===== config.mk =====
export PLATFORM = sky130hd
export DESIGN_NAME = ref_timeout_cnt_flat
export DESIGN_NICKNAME = d
export VERILOG_FILES = /design/src/rtl/mxse_pkg.sv /design/src/rtl/ref_timeout_cnt_if.sv /design/src/rtl/ref_sched.sv /design/src/rtl/ref_timeout_cnt.sv /design/src/flat_wrapper.sv
export SDC_FILE = /design/constraint.sdc
export NUM_CORES = 1
export LEC_CHECK = 0
export BUFFER_PORTS_ARGS = -buffer_cell sky130_fd_sc_hd__buf_2
export CAP_MARGIN = 20
export CORE_AREA = 8 8 81 65
export CTS_CLUSTER_DIAMETER = 50
export CTS_CLUSTER_SIZE = 40
export DETAILED_ROUTE_END_ITERATION = 10
export DIE_AREA = 0 0 89 73
export MAX_ROUTING_LAYER = met4
export PLACE_DENSITY = 0.44
export REMOVE_ABC_BUFFERS = 1
export SYNTH_ARGS = -nofsm -noshare
export SYNTH_HDL_FRONTEND = slang
export SYNTH_SLANG_ARGS = --single-unit
export TNS_END_PERCENT = 20

===== constraint.sdc =====
create_clock -name CLK_FSB -period 2.6 [get_ports CLK_FSB]
set_input_delay 0.39 -clock CLK_FSB [delete_from_list [all_inputs] [get_ports CLK_FSB]]
set_output_delay 0.39 -clock CLK_FSB [all_outputs]
set_load 0.005 [all_outputs]

===== src/rtl/mxse_pkg.sv =====
// Shared types and default timing constants for the FSB refresh/timeout block.
// Defaults assume a 25 MHz FSB clock: 16*24 clocks gives a ~15.4 us refresh interval.
package mxse_pkg;

   typedef enum logic [1:0] {
      IDLE   = 2'd0,
      PEND   = 2'd1,
      URGENT = 2'd2
   } refState_t;

   localparam int PRE_DIV   = 16;
   localparam int REF_TICKS = 24;
   localparam int TIMEOUT_A = 16;
   localparam int TIMEOUT_B = 255;

   // Bits needed to hold 0..maxVal, never less than one.
   function automatic int cntWidth(input int maxVal);
      int w;
      w = 1;
      while ((1 << w) <= maxVal) w = w + 1;
      return w;
   endfunction

endpackage


===== src/rtl/ref_timeout_cnt_if.sv =====
// Bundles the refresh handshake and bus-timeout signals between the FSB/RAM logic and the scheduler.
// master = the surrounding FSB/RAM side, slave = the scheduler itself.
interface ref_timeout_cnt_if;

   logic CACT;
   logic RefAck;
   logic RefReq;
   logic RefUrgent;
   logic TimeoutA;
   logic TimeoutB;

   modport master (
      output CACT,
      output RefAck,
      input  RefReq,
      input  RefUrgent,
      input  TimeoutA,
      input  TimeoutB
   );

   modport slave (
      input  CACT,
      input  RefAck,
      output RefReq,
      output RefUrgent,
      output TimeoutA,
      output TimeoutB
   );

endinterface


===== src/rtl/ref_sched.sv =====
// Prescaler + interval counter + refresh request FSM; first request preDiv*refTicks clocks after reset.
// Request outputs decode the registered state, so they move on the edge that samples expire/RefAck.
module ref_sched
   import mxse_pkg::*;
#(
   parameter int preDiv   = PRE_DIV,
   parameter int refTicks = REF_TICKS
) (
   input  logic CLK_FSB,
   input  logic RES,
   input  logic refAck,
   output logic refReq,
   output logic refUrgent
);

   localparam int PW = cntWidth(preDiv - 1);
   localparam int IW = cntWidth(refTicks - 1);

   logic [PW-1:0] preCnt;
   logic [IW-1:0] intCnt;
   logic          tick;
   logic          expire;
   refState_t     state;
   refState_t     stateNext;

   assign tick   = (preCnt == PW'(preDiv - 1));
   assign expire = tick && (intCnt == IW'(refTicks - 1));

   always_ff @(posedge CLK_FSB) begin
      if (RES) begin
         preCnt <= '0;
         intCnt <= '0;
      end else begin
         preCnt <= tick ? '0 : preCnt + PW'(1);
         if (tick) begin
            intCnt <= (intCnt == IW'(refTicks - 1)) ? '0 : intCnt + IW'(1);
         end
      end
   end

   always_ff @(posedge CLK_FSB) begin
      if (RES) begin
         state <= IDLE;
      end else begin
         state <= stateNext;
      end
   end

   // An ack coinciding with expire serves the old request and raises a fresh one.
   always_comb begin
      stateNext = state;
      case (state)
         IDLE: begin
            if (expire) stateNext = PEND;
         end
         PEND: begin
            if (refAck && !expire)      stateNext = IDLE;
            else if (expire && !refAck) stateNext = URGENT;
            else                        stateNext = PEND;
         end
         URGENT: begin
            if (refAck && !expire)     stateNext = IDLE;
            else if (refAck && expire) stateNext = PEND;
            else                       stateNext = URGENT;
         end
         default: stateNext = IDLE;
      endcase
   end

   assign refReq    = (state == PEND) || (state == URGENT);
   assign refUrgent = (state == URGENT);

endmodule


===== src/rtl/ref_timeout_cnt.sv =====
// DRAM refresh scheduler plus saturating bus-cycle timeout counter, all on CLK_FSB.
// Timeouts are registered: set on the edge whose incremented count hits the threshold, cleared by any CACT-low edge.
module ref_timeout_cnt
   import mxse_pkg::*;
#(
   parameter int preDiv   = PRE_DIV,
   parameter int refTicks = REF_TICKS,
   parameter int timeoutA = TIMEOUT_A,
   parameter int timeoutB = TIMEOUT_B
) (
   input  logic             CLK_FSB,
   input  logic             RES,
   ref_timeout_cnt_if.slave bus
);

   localparam int TW = cntWidth(timeoutB);

   logic [TW-1:0] toCnt;
   logic [TW-1:0] toCntInc;
   logic          toA;
   logic          toB;

   ref_sched #(
      .preDiv   (preDiv),
      .refTicks (refTicks)
   ) u_ref_sched (
      .CLK_FSB   (CLK_FSB),
      .RES       (RES),
      .refAck    (bus.RefAck),
      .refReq    (bus.RefReq),
      .refUrgent (bus.RefUrgent)
   );

   assign toCntInc = (toCnt == TW'(timeoutB)) ? toCnt : toCnt + TW'(1);

   // A single CACT-low sample between cycles is enough to restart the count.
   always_ff @(posedge CLK_FSB) begin
      if (RES || !bus.CACT) begin
         toCnt <= '0;
         toA   <= 1'b0;
         toB   <= 1'b0;
      end else begin
         toCnt <= toCntInc;
         if (toCntInc == TW'(timeoutA)) toA <= 1'b1;
         if (toCntInc == TW'(timeoutB)) toB <= 1'b1;
      end
   end

   assign bus.TimeoutA = toA;
   assign bus.TimeoutB = toB;

endmodule


===== src/flat_wrapper.sv =====
// flat-port wrapper written by rule: the top's interface ports become plain ports
module ref_timeout_cnt_flat import mxse_pkg::*;
#(
   parameter int preDiv   = PRE_DIV,
   parameter int refTicks = REF_TICKS,
   parameter int timeoutA = TIMEOUT_A,
   parameter int timeoutB = TIMEOUT_B
)
  (CLK_FSB, RES, bus_CACT, bus_RefAck, bus_RefReq, bus_RefUrgent, bus_TimeoutA, bus_TimeoutB);
  ref_timeout_cnt_if bus_i ();
  input  logic CLK_FSB;
  input  logic RES;
  input wire logic [$bits(bus_i.CACT)-1:0] bus_CACT;
  input wire logic [$bits(bus_i.RefAck)-1:0] bus_RefAck;
  output wire logic [$bits(bus_i.RefReq)-1:0] bus_RefReq;
  output wire logic [$bits(bus_i.RefUrgent)-1:0] bus_RefUrgent;
  output wire logic [$bits(bus_i.TimeoutA)-1:0] bus_TimeoutA;
  output wire logic [$bits(bus_i.TimeoutB)-1:0] bus_TimeoutB;
  assign bus_i.CACT = bus_CACT;
  assign bus_i.RefAck = bus_RefAck;
  assign bus_RefReq = bus_i.RefReq;
  assign bus_RefUrgent = bus_i.RefUrgent;
  assign bus_TimeoutA = bus_i.TimeoutA;
  assign bus_TimeoutB = bus_i.TimeoutB;
  ref_timeout_cnt #(.preDiv(preDiv), .refTicks(refTicks), .timeoutA(timeoutA), .timeoutB(timeoutB)) u_core (.CLK_FSB(CLK_FSB), .RES(RES), .bus(bus_i));
endmodule

==> load_flow_metrics.sql <==
INSERT INTO impl_metrics (metric_group, metric, value, unit) VALUES
('worst_setup_path', 'timing.critical_path.required', '2.78', 'ns'),
('worst_setup_path', 'maximum_fanout_along_the_worst_path', '8', ''),
('place', 'place.detailed.hpwl', '1.81', 'mm'),
('global_route', 'grt_start_max_net_pins', '14', ''),
('route', 'vias', '977', ''),
('clock_tree', 'cts_max_path_buffers', '2', ''),
('route', 'wire_per_inst', '12.4', 'µm'),
('place', 'placement.io_buffers', '7', ''),
('layout', 'n_antenna_cell', '0', ''),
('place', 'post-place-cells', '194', ''),
('die', 'dieHeight', '73', 'µm'),
('worst_setup_path', 'critical_path.top_delay_family', 'simple AND/OR/NAND/NOR gates', ''),
('die', 'fp.dieArea', '6500', 'µm²'),
('worst_setup_path', 'cp_slowest_cell', 'sky130_fd_sc_hd__dfxtp_1', ''),
('power', 'vdd_ir_drop_max', '0.189', 'mV'),
('timing', 'tightest_slew', '0.436', 'ns'),
('clock_tree', 'cts_tree', 'built', ''),
('timing', 'period_needed', '1.97', 'ns'),
('logic_synthesis', 'ys_seq_elements', '21', ''),
('clock_tree', 'setup_fix_buffers_added_after_clock_tree_synthesis', '0', ''),
('logic_synthesis', 'netlist-cell-type-count', '38', ''),
('job', 'maxCapViolCount', '0', ''),
('logic_synthesis', 'sequential_share_of_the_synthesized_area', '0.355', ''),
('worst_setup_path', 'worstPathCellList', 'ha_1 > and2_2 > nand4_4 > mux2i_1 > nand4_1 > o31ai_2', ''),
('global_route', 'grt_first_pass_wirelength', '4.55', 'mm'),
('clock_tree', 'source_to_sink_clock_delay_at_the_later_pin_of_the_worst_skew_pair', '0.26', 'ns'),
('layout', 'stdcell_count', '198', ''),
('worst_setup_path', 'path_class', 'flop to flop', ''),
('clock_tree', 'clock-sinks', '21', ''),
('place', 'finalWeightedCongestion', '0.789', ''),
('clock_tree', 'clk_root_buffer_cell', 'sky130_fd_sc_hd__clkbuf_8', ''),
('die', 'coreArea', '3950', 'µm²'),
('die', 'die_width', '89', 'µm'),
('global_route', 'antenna_found_initial', '0', ''),
('die', 'rows', '20', ''),
('die', 'pin_count', '8', ''),
('timing', 'fin_worst_skew', '0.00571', 'ns'),
('route', 'drt-pass1-iter-count', '4', ''),
('layout', 'mostFrequentLayoutCell', 'sky130_fd_sc_hd__dfxtp_1', ''),
('clock_tree', 'cts_made_buffers', '3', ''),
('route', 'detail_route.iter0.violations', '93', ''),
('worst_setup_path', 'crit_arrival', '2.15', 'ns'),
('route', 'post_dr_vias_cell', '4.93', ''),
('timing', 'setup_violations', '0', ''),
('route', 'count_of_unresolved_drc_violations_after_routing', '0', ''),
('layout', 'area_growth_syn_to_layout', '7.60', '%'),
('timing', 'timing.final.crit_share', '0.756', ''),
('layout', 'layout_common_cells', '21 x sky130_fd_sc_hd__dfxtp_1, 12 x sky130_fd_sc_hd__nand2_1, 12 x sky130_fd_sc_hd__nor3_1, 11 x sky130_fd_sc_hd__a21oi_1, 10 x sky130_fd_sc_hd__nor2_1', ''),
('global_route', 'gr-usage-all-layers', '0.0898', ''),
('clock_tree', 'clkSlewWorstSetupHoldPaths', '0.08', 'ns'),
('clock_tree', 'cts_resized', '0', ''),
('status', 'status', 'finished clean', ''),
('worst_setup_path', 'critical_path_buf_inv_count', '0', ''),
('layout', 'fraction_of_layout_instances_using_a_drive_strength_above_1', '0.0979', ''),
('clock_tree', 'post_cts_hold_buffer_count', '0', ''),
('timing', 'slew-limit-headroom', '0.709', ''),
('worst_hold_path', 'hold_class', 'flop to flop', ''),
('global_route', 'vias_in_the_first_global_route', '985', ''),
('layout', 'nets', '156', ''),
('route', 'finalWirelength', '2.46', 'mm'),
('power', 'power.density', '451', 'nW/µm²'),
('worst_setup_path', 'critPathCaptureType', 'flop', ''),
('timing', 'sum_of_negative_setup_slack', '0', 'ns'),
('logic_synthesis', 'netlist.area_leader.share', '0.355', ''),
('logic_synthesis', 'area_contributors_post_synth', 'sky130_fd_sc_hd__dfxtp_1 35%, sky130_fd_sc_hd__ha_1 8.4%, sky130_fd_sc_hd__nor3_1 5.1%, sky130_fd_sc_hd__a21oi_1 4.6%, sky130_fd_sc_hd__nand2_1 3.8%', ''),
('worst_setup_path', 'timing.critical_path.from_type', 'flop', ''),
('logic_synthesis', 'synthesis.area', '1180', 'µm²'),
('route', 'antenna_left', '0', ''),
('logic_synthesis', 'synth_enable_flop_cells', '0', ''),
('logic_synthesis', 'syn-instance-count', '139', ''),
('logic_synthesis', 'ys_dominant_reg_cell', 'sky130_fd_sc_hd__dfxtp_1', '');
## cells in the mapped netlist, types with 2 or more instances
master                     count
sky130_fd_sc_hd__dfxtp_1      21
sky130_fd_sc_hd__nand4_1       3
sky130_fd_sc_hd__nor4_1        2
sky130_fd_sc_hd__xnor2_1       3
sky130_fd_sc_hd__inv_1         6
sky130_fd_sc_hd__a31oi_1       2
sky130_fd_sc_hd__and3_1        3
sky130_fd_sc_hd__nor2_1       10
sky130_fd_sc_hd__mux2i_1       3
sky130_fd_sc_hd__a21oi_1      11
sky130_fd_sc_hd__o21ai_0       5
sky130_fd_sc_hd__nor3_1       12
sky130_fd_sc_hd__nand3_1       8
sky130_fd_sc_hd__clkbuf_1      2
sky130_fd_sc_hd__o22ai_1       2
sky130_fd_sc_hd__buf_6         2
sky130_fd_sc_hd__nand2_1      12
sky130_fd_sc_hd__buf_4         2
sky130_fd_sc_hd__nand2b_1      2
sky130_fd_sc_hd__nor3b_1       2
sky130_fd_sc_hd__and4b_1       2
sky130_fd_sc_hd__ha_1          8
## registers in the layout, indices dropped and copies added (netlist names)
name	cells
u_core.bus.TimeoutA	1
u_core.u_ref_sched.preCnt	4
u_core.u_ref_sched.intCnt	5
u_core.u_ref_sched.state	2
u_core.bus.TimeoutB	1
u_core.toCnt	8
## where the power goes
part | switching, µW | total, µW | internal [µW]
combinational | 14.4 | 25.3 | 11.0
clock | 107 | 216 | 109
sequential | 6.77 | 334 | 327
## cell families after synthesis
logic type / Yosys count / share of synthesized area
AO/OA/AOI/OAI: 27 / 0.141
XOR/XNOR: 4 / 0.0296
adder cells (fa/ha/maj): 8 / 0.0845
buffers and inverters: 13 / 0.0686
flip-flops: 21 / 0.355
multiplexers: 3 / 0.0253
AND/OR/NAND/NOR: 63 / 0.296
## through the flow
| stage | total power, µW | utilization | cell area (µm²) | setup slack [ns] | hold WS [ns] |
|---|---|---|---|---|---|
| global route | 605 | 0.322 | 1270 | 0.422 | 0.479 |
| floorplan | 356 | - | 1130 | 0.930 | 0.443 |
| detailed placement | 366 | 0.311 | 1230 | 0.654 | 0.442 |
| finish | 575 | 0.322 | 1270 | 0.634 | 0.460 |
| global placement | 366 | 0.311 | 1230 | 0.657 | 0.445 |
| CTS | 586 | 0.322 | 1270 | 0.630 | 0.457 |
## cell type report
class	count	area, µm²	share of cell area
timing repair buffer	7	35.0	0.0275
clock buffer	4	45.0	0.0353
multi-input combinational	105	683	0.536
tap	55	68.8	0.0540
sequential	21	420	0.330
inverter	6	22.5	0.0177
## worst reg2reg max path: cells and delay by family (launching register included)
kind | cells | cell delay (ns)
AOI/OAI and AO/OA | 1 | 0.22
adders and majority gates | 1 | 0.34
DFF | 1 | 0.48
muxes | 1 | 0.26
and+or+nand+nor | 3 | 0.60
## final timing paths
kind | from | endpoint | slack, ns | cells after the start
setup / recovery | u_core.toCnt[0]$_SDFF_PP0_ | u_core.bus.TimeoutA$_SDFFE_PP0N_ | 0.63 | 6
hold / removal | u_core.bus.TimeoutA$_SDFFE_PP0N_ | u_core.bus.TimeoutA$_SDFFE_PP0N_ | 0.46 | 2
setup reg to reg | u_core.toCnt[0]$_SDFF_PP0_ | u_core.bus.TimeoutA$_SDFFE_PP0N_ | 0.63 | 6
hold reg to reg | u_core.bus.TimeoutA$_SDFFE_PP0N_ | u_core.bus.TimeoutA$_SDFFE_PP0N_ | 0.46 | 2
## layer usage
layer / track usage / share of wire / vias up
met1: 0.125 / 0.55 / 446
met2: 0.122 / 0.40 / 15
met3: 0.0180 / 0.044 / 4
met5: - / 0 / -
met4: 0.0368 / 0.0085 / 0
li1: - / - / 512
No activity file was read; power rests on OpenSTA's default activity.
